==> config.mk <==
export PLATFORM = sky130hd
export DESIGN_NAME = gpa_fhdo_seq
export DESIGN_NICKNAME = d
export VERILOG_FILES = /design/src/rtl/gpa_fhdo_seq.sv
export SDC_FILE = /design/constraint.sdc
export NUM_CORES = 1
export LEC_CHECK = 0
export ABC_CLOCK_PERIOD_IN_PS = 2500
export CORE_ASPECT_RATIO = 1.25
export CORE_UTILIZATION = 47
export CTS_CLUSTER_DIAMETER = 80
export DETAILED_ROUTE_END_ITERATION = 8
export PLACE_DENSITY_LB_ADDON = 0.15
export SYNTH_ARGS = -nofsm -noshare
export SYNTH_HDL_FRONTEND = slang
export SYNTH_SLANG_ARGS = --single-unit
==> constraint.sdc <==
create_clock -name clk -period 2.5 [get_ports clk]
set_input_delay 0.375 -clock clk [delete_from_list [all_inputs] [get_ports clk]]
set_output_delay 0.375 -clock clk [all_outputs]
set_load 0.01 [all_outputs]
==> src/rtl/gpa_fhdo_seq.sv <==
`default_nettype none
// ============================================================================
// Module      : gpa_fhdo_seq
// Description : Gradient waveform playback sequencer for the GPA-FHDO DAC.
//               Reads words from a gradient BRAM with one cycle of read
//               latency and hands them to the DAC serialiser at a fixed,
//               programmable issue interval. The interval is never shorter
//               than 4 cycles. If the serialiser is still busy when an issue
//               slot comes due, the issue is held back and a sticky underrun
//               flag is raised.
// Revision    : 1.0 - initial release
// ----------------------------------------------------------------------------
// Build option:
//   GPA_SEQ_LOOP_EN  When defined, a run started with loop_i=1 wraps back to
//                    address 0 after the last word. Only stop_i or rst ends
//                    such a run. When undefined, loop_i is accepted but has
//                    no effect.
// ----------------------------------------------------------------------------
// Ports:
//   clk           in   system clock, rising edge
//   rst           in   asynchronous active-high reset
//   start_i       in   one-cycle pulse that begins playback (IDLE only)
//   stop_i        in   one-cycle pulse that aborts playback
//   word_count_i  in   [ADDR_WIDTH:0] number of words to play, 0..2^ADDR_WIDTH
//   interval_i    in   [15:0] cycles between successive issues
//   loop_i        in   repeat playback from address 0 (see build option)
//   mem_addr_o    out  [ADDR_WIDTH-1:0] BRAM read address
//   mem_data_i    in   [31:0] BRAM read data, valid one cycle after address
//   data_o        out  [31:0] word presented to the serialiser
//   valid_o       out  one-cycle issue strobe
//   busy_i        in   serialiser busy flag
//   running_o     out  high while the sequencer is not idle
//   done_o        out  one-cycle completion pulse
//   underrun_o    out  sticky: an issue slot was missed because of busy_i
// ============================================================================
module gpa_fhdo_seq #(
  parameter int ADDR_WIDTH = 10
) (
  input  logic                  clk,
  input  logic                  rst,
  input  logic                  start_i,
  input  logic                  stop_i,
  input  logic [ADDR_WIDTH:0]   word_count_i,
  input  logic [15:0]           interval_i,
  input  logic                  loop_i,
  output logic [ADDR_WIDTH-1:0] mem_addr_o,
  input  logic [31:0]           mem_data_i,
  output logic [31:0]           data_o,
  output logic                  valid_o,
  input  logic                  busy_i,
  output logic                  running_o,
  output logic                  done_o,
  output logic                  underrun_o
);

  // Shortest interval the fetch/latch/wait/issue pipeline can sustain.
  localparam logic [15:0] C_MIN_INTERVAL = 16'd4;
  // The slot is due two cycles before the interval expires: the due decision
  // is taken in WAIT_SLOT and the counter only restarts after ISSUE, which
  // together absorb two cycles of the interval.
  localparam logic [15:0] C_DUE_LEAD     = 16'd2;

  typedef enum logic [2:0] {
    ST_IDLE      = 3'd0,
    ST_FETCH     = 3'd1,
    ST_LATCH     = 3'd2,
    ST_WAIT_SLOT = 3'd3,
    ST_ISSUE     = 3'd4
  } state_t;

  state_t r_state;
  state_t w_state_next;

  logic [ADDR_WIDTH:0]   r_count;
  logic [15:0]           r_interval;
  logic [ADDR_WIDTH-1:0] r_index;
  logic [15:0]           r_slot_cnt;
  logic [31:0]           r_data;
  logic                  r_valid;
  logic                  r_done;
  logic                  r_underrun;

  logic [15:0]           w_interval_eff;
  logic                  w_start_run;
  logic                  w_start_empty;
  logic                  w_slot_due;
  logic                  w_last_word;
  logic                  w_wrap;
  logic                  w_finish;
  logic                  w_advance;

  // --------------------------------------------------------------------------
  // Loop option
  // --------------------------------------------------------------------------
`ifdef GPA_SEQ_LOOP_EN
  logic r_loop;

  always_ff @(posedge clk or posedge rst) begin
    if (rst) begin
      r_loop <= 1'b0;
    end else if (w_start_run) begin
      r_loop <= loop_i;
    end
  end

  assign w_wrap = r_loop;
`else
  logic w_unused_loop;

  assign w_unused_loop = loop_i;
  assign w_wrap        = 1'b0;
`endif

  // --------------------------------------------------------------------------
  // Combinational decode
  // --------------------------------------------------------------------------
  assign w_interval_eff = (interval_i < C_MIN_INTERVAL) ? C_MIN_INTERVAL : interval_i;

  // stop_i wins over a coincident start_i, and start_i is only honoured in IDLE.
  assign w_start_run   = (r_state == ST_IDLE) && start_i && !stop_i &&
                         (word_count_i != '0);
  assign w_start_empty = (r_state == ST_IDLE) && start_i && !stop_i &&
                         (word_count_i == '0);

  assign w_slot_due  = (r_slot_cnt >= (r_interval - C_DUE_LEAD));

  // r_count is never zero during a run, so count-1 cannot underflow here.
  assign w_last_word = ({1'b0, r_index} == (r_count - (ADDR_WIDTH+1)'(1)));

  // Normal completion: last word issued, not looping, and not aborted.
  assign w_finish  = (r_state == ST_ISSUE) && w_last_word && !w_wrap && !stop_i;
  // Going back to FETCH for another word (either the next one or a wrap to 0).
  assign w_advance = (r_state == ST_ISSUE) && (w_state_next == ST_FETCH);

  // --------------------------------------------------------------------------
  // Next-state logic
  // --------------------------------------------------------------------------
  always_comb begin
    w_state_next = r_state;
    case (r_state)
      ST_IDLE: begin
        if (w_start_run) begin
          w_state_next = ST_FETCH;
        end
      end
      ST_FETCH: begin
        w_state_next = ST_LATCH;
      end
      ST_LATCH: begin
        w_state_next = ST_WAIT_SLOT;
      end
      ST_WAIT_SLOT: begin
        if (w_slot_due && !busy_i) begin
          w_state_next = ST_ISSUE;
        end
      end
      ST_ISSUE: begin
        if (!w_last_word || w_wrap) begin
          w_state_next = ST_FETCH;
        end else begin
          w_state_next = ST_IDLE;
        end
      end
      default: begin
        w_state_next = ST_IDLE;
      end
    endcase

    // An abort overrides any transition, including a pending issue.
    if (stop_i && (r_state != ST_IDLE)) begin
      w_state_next = ST_IDLE;
    end
  end

  // --------------------------------------------------------------------------
  // State register
  // --------------------------------------------------------------------------
  always_ff @(posedge clk or posedge rst) begin
    if (rst) begin
      r_state <= ST_IDLE;
    end else begin
      r_state <= w_state_next;
    end
  end

  // --------------------------------------------------------------------------
  // Run parameters, word index and slot counter
  // --------------------------------------------------------------------------
  always_ff @(posedge clk or posedge rst) begin
    if (rst) begin
      r_count    <= '0;
      r_interval <= '0;
      r_index    <= '0;
      r_slot_cnt <= '0;
    end else if (w_start_run) begin
      r_count    <= word_count_i;
      r_interval <= w_interval_eff;
      r_index    <= '0;
      // Preset to the saturated value so the first word issues as soon as
      // it has been fetched.
      r_slot_cnt <= w_interval_eff;
    end else begin
      if (w_advance) begin
        if (w_last_word) begin
          r_index <= '0;
        end else begin
          r_index <= r_index + ADDR_WIDTH'(1);
        end
      end

      if (r_state == ST_ISSUE) begin
        r_slot_cnt <= '0;
      end else if (r_slot_cnt < r_interval) begin
        r_slot_cnt <= r_slot_cnt + 16'd1;
      end
    end
  end

  // --------------------------------------------------------------------------
  // Data path and status outputs
  // --------------------------------------------------------------------------
  always_ff @(posedge clk or posedge rst) begin
    if (rst) begin
      r_data     <= '0;
      r_valid    <= 1'b0;
      r_done     <= 1'b0;
      r_underrun <= 1'b0;
    end else begin
      // The BRAM word addressed in FETCH arrives during LATCH; it then stays
      // on data_o until the next word is latched.
      if (r_state == ST_LATCH) begin
        r_data <= mem_data_i;
      end

      // Registered from the next state so the strobe covers exactly the
      // ISSUE cycle and an abort before ISSUE suppresses it.
      r_valid <= (w_state_next == ST_ISSUE);
      r_done  <= w_finish || w_start_empty;

      if (w_start_run) begin
        r_underrun <= 1'b0;
      end else if ((r_state == ST_WAIT_SLOT) && w_slot_due && busy_i) begin
        r_underrun <= 1'b1;
      end
    end
  end

  assign mem_addr_o = r_index;
  assign data_o     = r_data;
  assign valid_o    = r_valid;
  assign done_o     = r_done;
  assign underrun_o = r_underrun;
  assign running_o  = (r_state != ST_IDLE);

endmodule
`default_nettype wire

==> impl_metrics.yaml <==
logic_synthesis:
  async_flop_share_pct: 100
  yosysTopAreaCellShare_pct: 41.9
  synth.distinct_cells: 57
  yosys-top-cells-area: "dfrtp_1 (42%), ha_1 (8.1%), mux2_2 (6.6%)"
  yosysTopAreaCell: "dfrtp_1"
  ys_seq_elements: 91
  synthCells: 562
  synth_most_common_cell: "dfrtp_1"
  synth_ff_type: "dfrtp_1"
  synthTopCellsByCount: "dfrtp_1 (91), nand2_1 (63), o21ai_0 (38)"
  yosysWarnings: 0
  synth_edf_count: 0
  netlist_area_um2: 5440
  postSynthAreaPerCell_um2: 9.67
  synth_nets: 662
  ys_seq_area_share_pct: 41.9
grt:
  grt_pass1_vias: 5348
  grt_pass1_wl_mm: 25.8
  use_met2_pct: 50.5
  grt_overflow: 0
  met3_usage_pct: 3.53
  grt_use_met1_pct: 31.0
  grt_use_total_pct: 27.5
  gr-max-usage-layer: "met2"
  antenna_found_initial: 0
  grt_max_degree: 35
placement:
  place_area_um2: 7190
  numPortBuffers: 109
  dpl.hpwl_mm: 11.6
  place.gp.congestion: 0.885
  place_ws_ns: -0.394
sta:
  finalSetupTns_ns: -0.273
  finalClockSkew_ns: 0.00946
  period_share_pct: 106
  drv_slew: 0
  fin_crit_ns: 2.65
  rsz0062_at_grt: "yes"
  max_freq_mhz: 378
  hold_ws_ns: 0.471
  setup_viol: 6
  worst_slack_ns: -0.147
  slew_headroom_pct: 53.7
  hold_viol: 0
  worstMarginPinSlew_ns: 0.693
pwr:
  power_w: 0.00741
  power_density_nw_per_um2: 937
  p_leak_nw: 3.41
  peakVddDrop_mv: 0.521
routing:
  ant_nets: 0
  routedWlPerCell_um: 18.4
  routed_wl_mm: 16.2
  drtIter0Drc: 290
  routed_via_density: 5.93
  drcViolationCount: 6
  dr.pass1.iters: 7
  vias: 5203
setup_path:
  critical-path-max-stage-delay_ns: 0.50
  worst_setup_path_end_kind: "flop"
  r2r-end: "mem_addr_o[6]"
  crit_slowest_cell: "or4_4"
  ff2ff_path_depth: 9
  cp-start-kind: "flop"
  crit_type: "flop to flop"
  path_cells: "inv_2 -> ha_4 -> or3b_4 -> a211oi_4 -> o22ai_4 -> mux2i_4 -> o31ai_4 -> or4_4 -> a21oi_2"
  ff2ff_setup_slack_ns: -0.15
  worst_ep_arrival_time_ns: 2.92
  critPathRequiredTime_ns: 2.77
  crit_start: "r_count[0]"
  cp_max_fo: 4
  rr_startpoint: "r_count[0]"
  setup.worst_path.end: "mem_addr_o[6]"
cts:
  cts_tree: "built"
  clk_pin_slew_worst_paths_ns: 0.07
  cts-root-buf: "clkbuf_16"
  clock_latency_ns: 0.35
  cts_buffers: 9
  cts_hold_buf: 0
  cts_max_level: 3
  cts_sinks: 91
  cts_max_path_buffers: 2
min_path:
  hp-class: "primary input to asynchronous set/reset pin"
floorplanning:
  dieHeight_um: 122
  io_pins: 111
  rows: 43
  core_um2: 11200
  die_area_um2: 12000
  die_w_um: 98.2
  initial_core_util_pct: 48.6
flow_run:
  maxCapViolations: 0
layout:
  antenna_cells: 0
  nFillCells: 867
  area_delta_synth_final_pct: 45.5
  nets: 838
  layout-drive-gt1-share_pct: 24.1
  stdcell_area_um2: 7910
outcome:
  status: "complete, but fails checks"
  violations: "DRC, setup timing"
[power breakdown]
part | switching [W] | internal, W | total (W)
clock | 0.000603 | 0.000916 | 0.00152
sequential | 0.000357 | 0.00192 | 0.00227
combinational | 0.00173 | 0.00189 | 0.00362
[per-layer routing]
| layer | wire length [um] | share of wire, % |
|---|---|---|
| met1 | 6020 | 37 |
| met2 | 8840 | 55 |
| met3 | 798 | 4.9 |
| met4 | 524 | 3.2 |
| met5 | 0 | 0 |
[layout make-up]
| type | instances | area, um^2 | area share [%] |
|---|---|---|---|
| tap | 135 | 169 | 2.14 |
| multi-input combinational | 425 | 3290 | 41.6 |
| sequential | 91 | 2280 | 28.8 |
| clock buffer | 10 | 239 | 3.02 |
| clock inverter | 6 | 93.8 | 1.19 |
| timing repair buffer | 185 | 1740 | 21.9 |
| inverter | 26 | 101 | 1.28 |
[what timing repair did]
item / CTS / global route
pin swaps: 24 / 24
gates resized for setup: 30 / 36
cloned: 2 / 1
hold endpoints to repair: 0 / 0
buffers inserted: 5 / 7
setup endpoints to repair: 16 / 32
[worst max-delay path, delay by kind of cell (launching register included)]
kind,cells,cell delay (ns)
adder cells (fa/ha/maj),1,0.15
AO/OA/AOI/OAI,4,0.67
flip-flops,1,0.41
buffers and inverters,1,0.10
AND/OR/NAND/NOR,2,0.90
multiplexers,1,0.34
[cell families (layout without fill, tap and decap cells)]
group	Yosys count	count (layout)	share of synthesized area (%)
compound gates	122	123	14.8
xor+xnor	24	24	3.87
fa+ha+maj	35	35	8.06
buf+inv	48	227	3.45
flops	91	91	41.9
mux	37	37	7.85
simple gates	205	206	20.1
[sequential cells by signal (all words and copies together) (netlist names)]
name	count
r_slot_cnt	16
r_count	11
r_interval	16
valid_o	1
data_o	32
underrun_o	1
mem_addr_o	10
done_o	1
r_state	3
[worst min path at each step]
stage,from,to,slack (ns),cells past startpoint
floorplan,stop_i,done_o,0.45,1
global placement,r_interval[0],r_interval[0],0.48,1
detailed placement,r_interval[0],r_interval[0],0.48,1
CTS,rst,data_o[5],0.48,2
global route,r_interval[0],r_interval[0],0.51,1
finish,rst,data_o[1],0.47,2
[stage by stage]
step / std cells / utilization, %
detailed placement: 848 / 64.3
CTS: 870 / 68.8
finish: 878 / 70.7
global route: 878 / 70.7
floorplan: 562 / -
global placement: 848 / 64.3
[cell usage in the layout (no fill, tap or decap), types with 20 or more instances in the layout]
| master | Yosys | final |
|---|---|---|
| clkdlybuf4s50_1 | 0 | 109 |
| inv_1 | 26 | 20 |
| nand2_1 | 63 | 61 |
| nor2_1 | 26 | 23 |
| dfrtp_1 | 91 | 91 |
| ha_1 | 35 | 34 |
| xnor2_1 | 21 | 20 |
| o21ai_0 | 38 | 33 |
| buf_4 | 0 | 64 |
| mux2_2 | 32 | 32 |
Power figures use the tool's default switching activity.
